<file path="config.mk">
export PLATFORM = sky130hd
export DESIGN_NAME = mptw_request_issuer_flat
export DESIGN_NICKNAME = d
export VERILOG_FILES = /design/src/rtl/mptw_request_issuer_if.sv /design/src/rtl/mptw_request_issuer.sv /design/src/flat_wrapper.sv
export SDC_FILE = /design/constraint.sdc
export NUM_CORES = 1
export LEC_CHECK = 0
export CAP_MARGIN = 20
export CORE_UTILIZATION = 45
export CTS_BUF_LIST = sky130_fd_sc_hd__clkbuf_4
export DETAILED_ROUTE_END_ITERATION = 10
export GPL_ROUTABILITY_DRIVEN = 0
export PLACE_DENSITY = 0.83
export SLEW_MARGIN = 20
export SYNTH_ARGS = -nofsm -noshare
export SYNTH_HDL_FRONTEND = slang
export SYNTH_SLANG_ARGS = --single-unit
export TNS_END_PERCENT = 20
</file>
<file path="constraint.sdc">
create_clock -name clk_i -period 9.08 [get_ports clk_i]
set_input_delay 0.908 -clock clk_i [delete_from_list [all_inputs] [get_ports clk_i]]
set_output_delay 0.908 -clock clk_i [all_outputs]
set_load 0.1 [all_outputs]
</file>
<file path="src/rtl/mptw_request_issuer_if.sv">
// Request and issue handshake bundle for mptw_request_issuer.
// master = issuer side, slave = requester plus fetch-stage side.
interface mptw_request_issuer_if #(
    parameter int unsigned DATA_WIDTH = 134
);
    logic                  req_valid_i;
    logic                  req_ready_o;
    logic [63:0]           req_mmpt_i;
    logic [63:0]           req_spa_i;
    logic [1:0]            req_acc_i;
    logic [DATA_WIDTH-1:0] issue_master_data;
    logic                  issue_master_valid;
    logic                  issue_master_ready;

    modport master (
        input  req_valid_i, req_mmpt_i, req_spa_i, req_acc_i, issue_master_ready,
        output req_ready_o, issue_master_data, issue_master_valid
    );

    modport slave (
        output req_valid_i, req_mmpt_i, req_spa_i, req_acc_i, issue_master_ready,
        input  req_ready_o, issue_master_data, issue_master_valid
    );
endinterface

</file>
<file path="src/rtl/mptw_request_issuer.sv">
// MPT walk initiator: buffers permission-check requests, tags them with a rolling ID and issues
// them under a credit limit. Optional BARE-mode local completion via MPTW_ISSUER_BARE_BYPASS_EN.
module mptw_request_issuer #(
    parameter int unsigned ID_WIDTH                   = 4,
    parameter int unsigned PIPELINE_MASTER_DATA_WIDTH = 130 + ID_WIDTH,
    parameter int unsigned FIFO_DEPTH                 = 2,
    parameter int unsigned MAX_OUTSTANDING            = 4
) (
    input  logic                         clk_i,
    input  logic                         rst_i,
    mptw_request_issuer_if.master        bus_io,
    input  logic                         flush_i,
    input  logic                         rsp_valid_i,
    output logic [3:0]                   outstanding_o,
    output logic                         proto_err_o,
    output logic                         bypass_valid_o,
    output logic [ID_WIDTH-1:0]          bypass_id_o
);

    typedef struct packed {
        logic [63:0]         mmpt;
        logic [63:0]         spa;
        logic [1:0]          acc;
        logic [ID_WIDTH-1:0] id;
    } mptw_transaction_t;

    localparam int unsigned PtrW = (FIFO_DEPTH > 1) ? $clog2(FIFO_DEPTH) : 1;
    localparam int unsigned CntW = $clog2(FIFO_DEPTH + 1);

    if (FIFO_DEPTH < 2 || (FIFO_DEPTH & (FIFO_DEPTH - 1)) != 0) begin : g_bad_depth
        $error("FIFO_DEPTH must be a power of two and at least 2");
    end
    if (MAX_OUTSTANDING < 1 || MAX_OUTSTANDING > 15) begin : g_bad_credits
        $error("MAX_OUTSTANDING must be in 1..15");
    end

    mptw_transaction_t fifo_q [FIFO_DEPTH];
    mptw_transaction_t new_entry;

    logic [PtrW-1:0]     wr_ptr_q, wr_ptr_d;
    logic [PtrW-1:0]     rd_ptr_q, rd_ptr_d;
    logic [CntW-1:0]     count_q, count_d;
    logic [ID_WIDTH-1:0] next_id_q, next_id_d;
    logic [3:0]          outstanding_q, outstanding_d;
    logic                proto_err_q, proto_err_d;

    logic req_ready;
    logic accept;
    logic bypass;
    logic enq;
    logic issue_valid;
    logic pop;
    logic retire;

    // Ready comes from the registered count only, so a full FIFO never pops through.
    assign req_ready   = count_q < CntW'(FIFO_DEPTH);
    assign accept      = bus_io.req_valid_i && req_ready && !flush_i;
    assign enq         = accept && !bypass;
    assign issue_valid = (count_q != '0) && (outstanding_q < 4'(MAX_OUTSTANDING));
    assign pop         = issue_valid && bus_io.issue_master_ready && !flush_i;
    assign retire      = rsp_valid_i && (outstanding_q != 4'd0);

    assign new_entry = '{
        mmpt: bus_io.req_mmpt_i,
        spa:  bus_io.req_spa_i,
        acc:  bus_io.req_acc_i,
        id:   next_id_q
    };

    always_comb begin
        wr_ptr_d      = wr_ptr_q;
        rd_ptr_d      = rd_ptr_q;
        count_d       = count_q;
        next_id_d     = next_id_q;
        outstanding_d = outstanding_q;
        proto_err_d   = proto_err_q;

        if (flush_i) begin
            wr_ptr_d = '0;
            rd_ptr_d = '0;
            count_d  = '0;
        end else begin
            if (enq) begin
                wr_ptr_d = wr_ptr_q + PtrW'(1);
            end
            if (pop) begin
                rd_ptr_d = rd_ptr_q + PtrW'(1);
            end
            unique case ({enq, pop})
                2'b10:   count_d = count_q + CntW'(1);
                2'b01:   count_d = count_q - CntW'(1);
                default: count_d = count_q;
            endcase
        end

        if (accept) begin
            next_id_d = next_id_q + ID_WIDTH'(1);
        end

        // Flush leaves credits alone: already-issued transactions still retire normally.
        unique case ({pop, retire})
            2'b10:   outstanding_d = outstanding_q + 4'd1;
            2'b01:   outstanding_d = outstanding_q - 4'd1;
            default: outstanding_d = outstanding_q;
        endcase

        if (rsp_valid_i && (outstanding_q == 4'd0)) begin
            proto_err_d = 1'b1;
        end
    end

    always_ff @(posedge clk_i or posedge rst_i) begin
        if (rst_i) begin
            wr_ptr_q      <= '0;
            rd_ptr_q      <= '0;
            count_q       <= '0;
            next_id_q     <= '0;
            outstanding_q <= '0;
            proto_err_q   <= 1'b0;
        end else begin
            wr_ptr_q      <= wr_ptr_d;
            rd_ptr_q      <= rd_ptr_d;
            count_q       <= count_d;
            next_id_q     <= next_id_d;
            outstanding_q <= outstanding_d;
            proto_err_q   <= proto_err_d;
        end
    end

    // Storage is cleared on reset so the issue bus reads as zero out of reset.
    always_ff @(posedge clk_i or posedge rst_i) begin
        if (rst_i) begin
            for (int i = 0; i < FIFO_DEPTH; i++) begin
                fifo_q[i] <= '0;
            end
        end else if (enq) begin
            fifo_q[wr_ptr_q] <= new_entry;
        end
    end

`ifdef MPTW_ISSUER_BARE_BYPASS_EN
    localparam logic [3:0] BareMode = 4'd0;

    logic                bypass_valid_q, bypass_valid_d;
    logic [ID_WIDTH-1:0] bypass_id_q, bypass_id_d;

    // BARE requests complete locally: they consume an ID but no FIFO slot or credit.
    assign bypass = accept && (bus_io.req_mmpt_i[63:60] == BareMode);

    always_comb begin
        bypass_valid_d = bypass;
        bypass_id_d    = bypass ? next_id_q : bypass_id_q;
    end

    always_ff @(posedge clk_i or posedge rst_i) begin
        if (rst_i) begin
            bypass_valid_q <= 1'b0;
            bypass_id_q    <= '0;
        end else begin
            bypass_valid_q <= bypass_valid_d;
            bypass_id_q    <= bypass_id_d;
        end
    end

    assign bypass_valid_o = bypass_valid_q;
    assign bypass_id_o    = bypass_id_q;
`else
    assign bypass         = 1'b0;
    assign bypass_valid_o = 1'b0;
    assign bypass_id_o    = '0;
`endif

    assign bus_io.req_ready_o        = req_ready;
    assign bus_io.issue_master_valid = issue_valid;
    assign bus_io.issue_master_data  = PIPELINE_MASTER_DATA_WIDTH'(fifo_q[rd_ptr_q]);
    assign outstanding_o             = outstanding_q;
    assign proto_err_o               = proto_err_q;

    // A stalled issue must hold both valid and data until accepted or flushed.
    a_issue_stable: assert property (@(posedge clk_i) disable iff (rst_i)
        (issue_valid && !bus_io.issue_master_ready && !flush_i)
        |=> (issue_valid && $stable(bus_io.issue_master_data)));

    a_count_bound: assert property (@(posedge clk_i) disable iff (rst_i)
        count_q <= CntW'(FIFO_DEPTH));

endmodule
</file>
<file path="src/flat_wrapper.sv">
// flat-port wrapper written by rule: the top's interface ports become plain ports
module mptw_request_issuer_flat 
#(
    parameter int unsigned ID_WIDTH                   = 4,
    parameter int unsigned PIPELINE_MASTER_DATA_WIDTH = 130 + ID_WIDTH,
    parameter int unsigned FIFO_DEPTH                 = 2,
    parameter int unsigned MAX_OUTSTANDING            = 4
)
  (clk_i, rst_i, flush_i, rsp_valid_i, outstanding_o, proto_err_o, bypass_valid_o, bypass_id_o, bus_io_req_valid_i, bus_io_req_mmpt_i, bus_io_req_spa_i, bus_io_req_acc_i, bus_io_issue_master_ready, bus_io_req_ready_o, bus_io_issue_master_data, bus_io_issue_master_valid);
  mptw_request_issuer_if bus_io_i ();
  input  logic clk_i;
  input  logic rst_i;
  input  logic flush_i;
  input  logic rsp_valid_i;
  output logic [3:0] outstanding_o;
  output logic proto_err_o;
  output logic bypass_valid_o;
  output logic [ID_WIDTH-1:0] bypass_id_o;
  input wire logic [$bits(bus_io_i.req_valid_i)-1:0] bus_io_req_valid_i;
  input wire logic [$bits(bus_io_i.req_mmpt_i)-1:0] bus_io_req_mmpt_i;
  input wire logic [$bits(bus_io_i.req_spa_i)-1:0] bus_io_req_spa_i;
  input wire logic [$bits(bus_io_i.req_acc_i)-1:0] bus_io_req_acc_i;
  input wire logic [$bits(bus_io_i.issue_master_ready)-1:0] bus_io_issue_master_ready;
  output wire logic [$bits(bus_io_i.req_ready_o)-1:0] bus_io_req_ready_o;
  output wire logic [$bits(bus_io_i.issue_master_data)-1:0] bus_io_issue_master_data;
  output wire logic [$bits(bus_io_i.issue_master_valid)-1:0] bus_io_issue_master_valid;
  assign bus_io_i.req_valid_i = bus_io_req_valid_i;
  assign bus_io_i.req_mmpt_i = bus_io_req_mmpt_i;
  assign bus_io_i.req_spa_i = bus_io_req_spa_i;
  assign bus_io_i.req_acc_i = bus_io_req_acc_i;
  assign bus_io_i.issue_master_ready = bus_io_issue_master_ready;
  assign bus_io_req_ready_o = bus_io_i.req_ready_o;
  assign bus_io_issue_master_data = bus_io_i.issue_master_data;
  assign bus_io_issue_master_valid = bus_io_i.issue_master_valid;
  mptw_request_issuer #(.ID_WIDTH(ID_WIDTH), .PIPELINE_MASTER_DATA_WIDTH(PIPELINE_MASTER_DATA_WIDTH), .FIFO_DEPTH(FIFO_DEPTH), .MAX_OUTSTANDING(MAX_OUTSTANDING)) u_core (.clk_i(clk_i), .rst_i(rst_i), .bus_io(bus_io_i), .flush_i(flush_i), .rsp_valid_i(rsp_valid_i), .outstanding_o(outstanding_o), .proto_err_o(proto_err_o), .bypass_valid_o(bypass_valid_o), .bypass_id_o(bypass_id_o));
endmodule
</file>
==> flow_summary.json <==
{
  "ys_warn_count": 0,
  "end_kind": "output port",
  "cts_resized": 0,
  "clock_skew_ps": 44.5,
  "finalSetupViolCount": 0,
  "worst_slack_ps": 4240,
  "cts_tree": "built",
  "core_area_um2": 28000,
  "synth-edff-count": 0,
  "synth_area_leader_cell": "dfrtp_1",
  "slew_violations": 0,
  "critPathMaxFanout": 59,
  "cts_buffer_depth": 3,
  "min_path_type": "register to register",
  "cts_post_setup_buffers_inserted": 0,
  "start_util": 0.460,
  "cts_max_level": 3,
  "ys_types": 31,
  "overflow": 0,
  "status": "completed",
  "grt_max_degree": 168,
  "hold_buffers": 0,
  "synth.most_common_cell": "mux2_2",
  "insertion_delay_ps": 660,
  "rsz0062_at_grt": "no",
  "ioPinCount": 282,
  "cp.arrival_ps": 3930,
  "pre_cts_ws_ps": 4640,
  "dieArea_um2": 29300,
  "slowest_stage": "clkdlybuf4s50_1",
  "fin_nets": 1240,
  "area_growth_pct": 28.8,
  "maxSlewHeadroom": 0.301,
  "vias_per_cell": 5.01,
  "clkSlewWorstSetupHoldPaths_ps": 60,
  "netlist_top_cells_count": "284 x mux2_2, 281 x dfrtp_1, 120 x mux2_4",
  "drive_gt1_frac": 0.467,
  "min_period_ps": 4840,
  "grt_pass1_wl_um": 44000,
  "wirelength_um": 27700,
  "antenna_found_initial": 2,
  "cts_root_buf": "clkbuf_4",
  "io_buffers": 276,
  "startpoint_type": "register",
  "top_usage_layer": "met2",
  "synth_area_um2": 12900,
  "yosysSeqAreaShare": 0.545,
  "clock.fmax_ghz": 0.207,
  "netlist.area_leader.share": 0.545,
  "hpwl_um": 17300,
  "final_cells": 1517,
  "use_met3": 0.0716,
  "slowest_delay_ps": 1160,
  "grt.total_usage": 0.191,
  "clock-sinks": 281,
  "row_count": 61,
  "async_reset_ff_frac": 1.00,
  "synth_ff_type": "dfrtp_1",
  "worstPathRequired_ps": 8170,
  "ys_top_cells_by_area": "dfrtp_1 55%, mux2_2 25%, mux2_4 14%, buf_12 2.2%, buf_4 1.1%",
  "grtUsageMet2": 0.303,
  "wl_per_cell_um": 18.3,
  "antenna_left": 0,
  "ys_ff_latch": 281,
  "fp.dieH_um": 171,
  "drc_errors": 0,
  "fin_crit_sh": 0.533,
  "dr.pass1.iters": 4,
  "grt_util_met1": 0.238,
  "path_class": "register to output port",
  "path_cells": "buf_4, buf_16, mux2_2, clkdlybuf4s50_1",
  "dp.cells": 1399,
  "avgSynthCellArea_um2": 16.4,
  "vias": 7605,
  "die_x_um": 171,
  "setup_tns_ps": 0,
  "cts_buffers": 76,
  "worst_slew_pin_slew_ps": 1050,
  "drt_iter0_markers": 273,
  "synthCells": 785,
  "hold_viol_final": 0,
  "grt_pass1_vias": 8510,
  "cap_violations": 0
}
[final timing paths]
kind                               startpoint                           to  slack (ps)  depth (start not counted)
setup / recovery              u_core.rd_ptr_q  bus_io_issue_master_data[3]        4240                          4
hold / removal             u_core.proto_err_o           u_core.proto_err_o         480                          1
setup reg to reg            u_core.count_q[1]           u_core.fifo_q[180]        6050                          6
hold reg to reg            u_core.proto_err_o           u_core.proto_err_o         480                          1
max in group asynchronous               rst_i           u_core.fifo_q[241]        6780                          3
min in group asynchronous               rst_i           u_core.fifo_q[164]         790                          2
[sequential cells by signal, indices dropped and copies added, names as in the netlist]
name / count
u_core.fifo_q: 268
u_core.next_id_q: 4
u_core.outstanding_o: 4
u_core.count_q: 2
u_core.proto_err_o: 1
u_core.rd_ptr_q: 1
u_core.wr_ptr_q: 1
[cell type report]
type / count / area [um^2]
multi-input cells: 455 / 5360
fillers: 2178 / 11400
flip-flops and latches: 281 / 7040
repair buffers: 284 / 2860
inverters: 2 / 15.0
diodes: 1 / 2.50
clock buffers: 104 / 781
clock inverters: 12 / 83.8
well taps: 378 / 473
[stage by stage]
stage               cell area, um^2   util  hold slack, ps
finish                        16600  0.593             483
global route                  16600  0.593             501
CTS                           16600  0.592             489
detailed placement            15700  0.561             468
global placement              15700  0.561             463
floorplan                     12900      -             456
[metal layers]
metal  routed length [um]  vias up  part of all wire
li1                     -     3446                 -
met5                   13        -           0.00047
met2                13000      255              0.47
met4                  575        2             0.021
met3                 2250       50             0.081
met1                11900     3852              0.43
[cell usage in the layout, fill, tap and decap left out, types with 5 or more instances in the layout]
master           count
buf_4                6
mux2_2             284
conb_1               5
clkbuf_4           104
clkdlybuf4s50_1    276
mux2_4             120
xnor2_1              7
xor2_1               5
nor2_1               8
dfrtp_1            280
[critical path: cells and delay by family, from the launching register on]
family	cells	cell delay, ps
buf+inv	3	2030
flops	1	980
mux	1	210
[logic make-up (layout without fill, tap and decap cells)]
group           Yosys count  in the layout  synth area share
buf+inv                  53            402            0.0403
xor+xnor                 12             12           0.00815
fa+ha+maj                 4              4           0.00388
other cells               1              6          0.000291
compound gates            6              6           0.00291
mux                     404            404             0.388
flops                   281            281             0.545
simple gates             24             24            0.0115
Power is left out: the tool's default activity adds up to more than one toggle a clock period on the data nets, which glitch-free logic cannot reach.
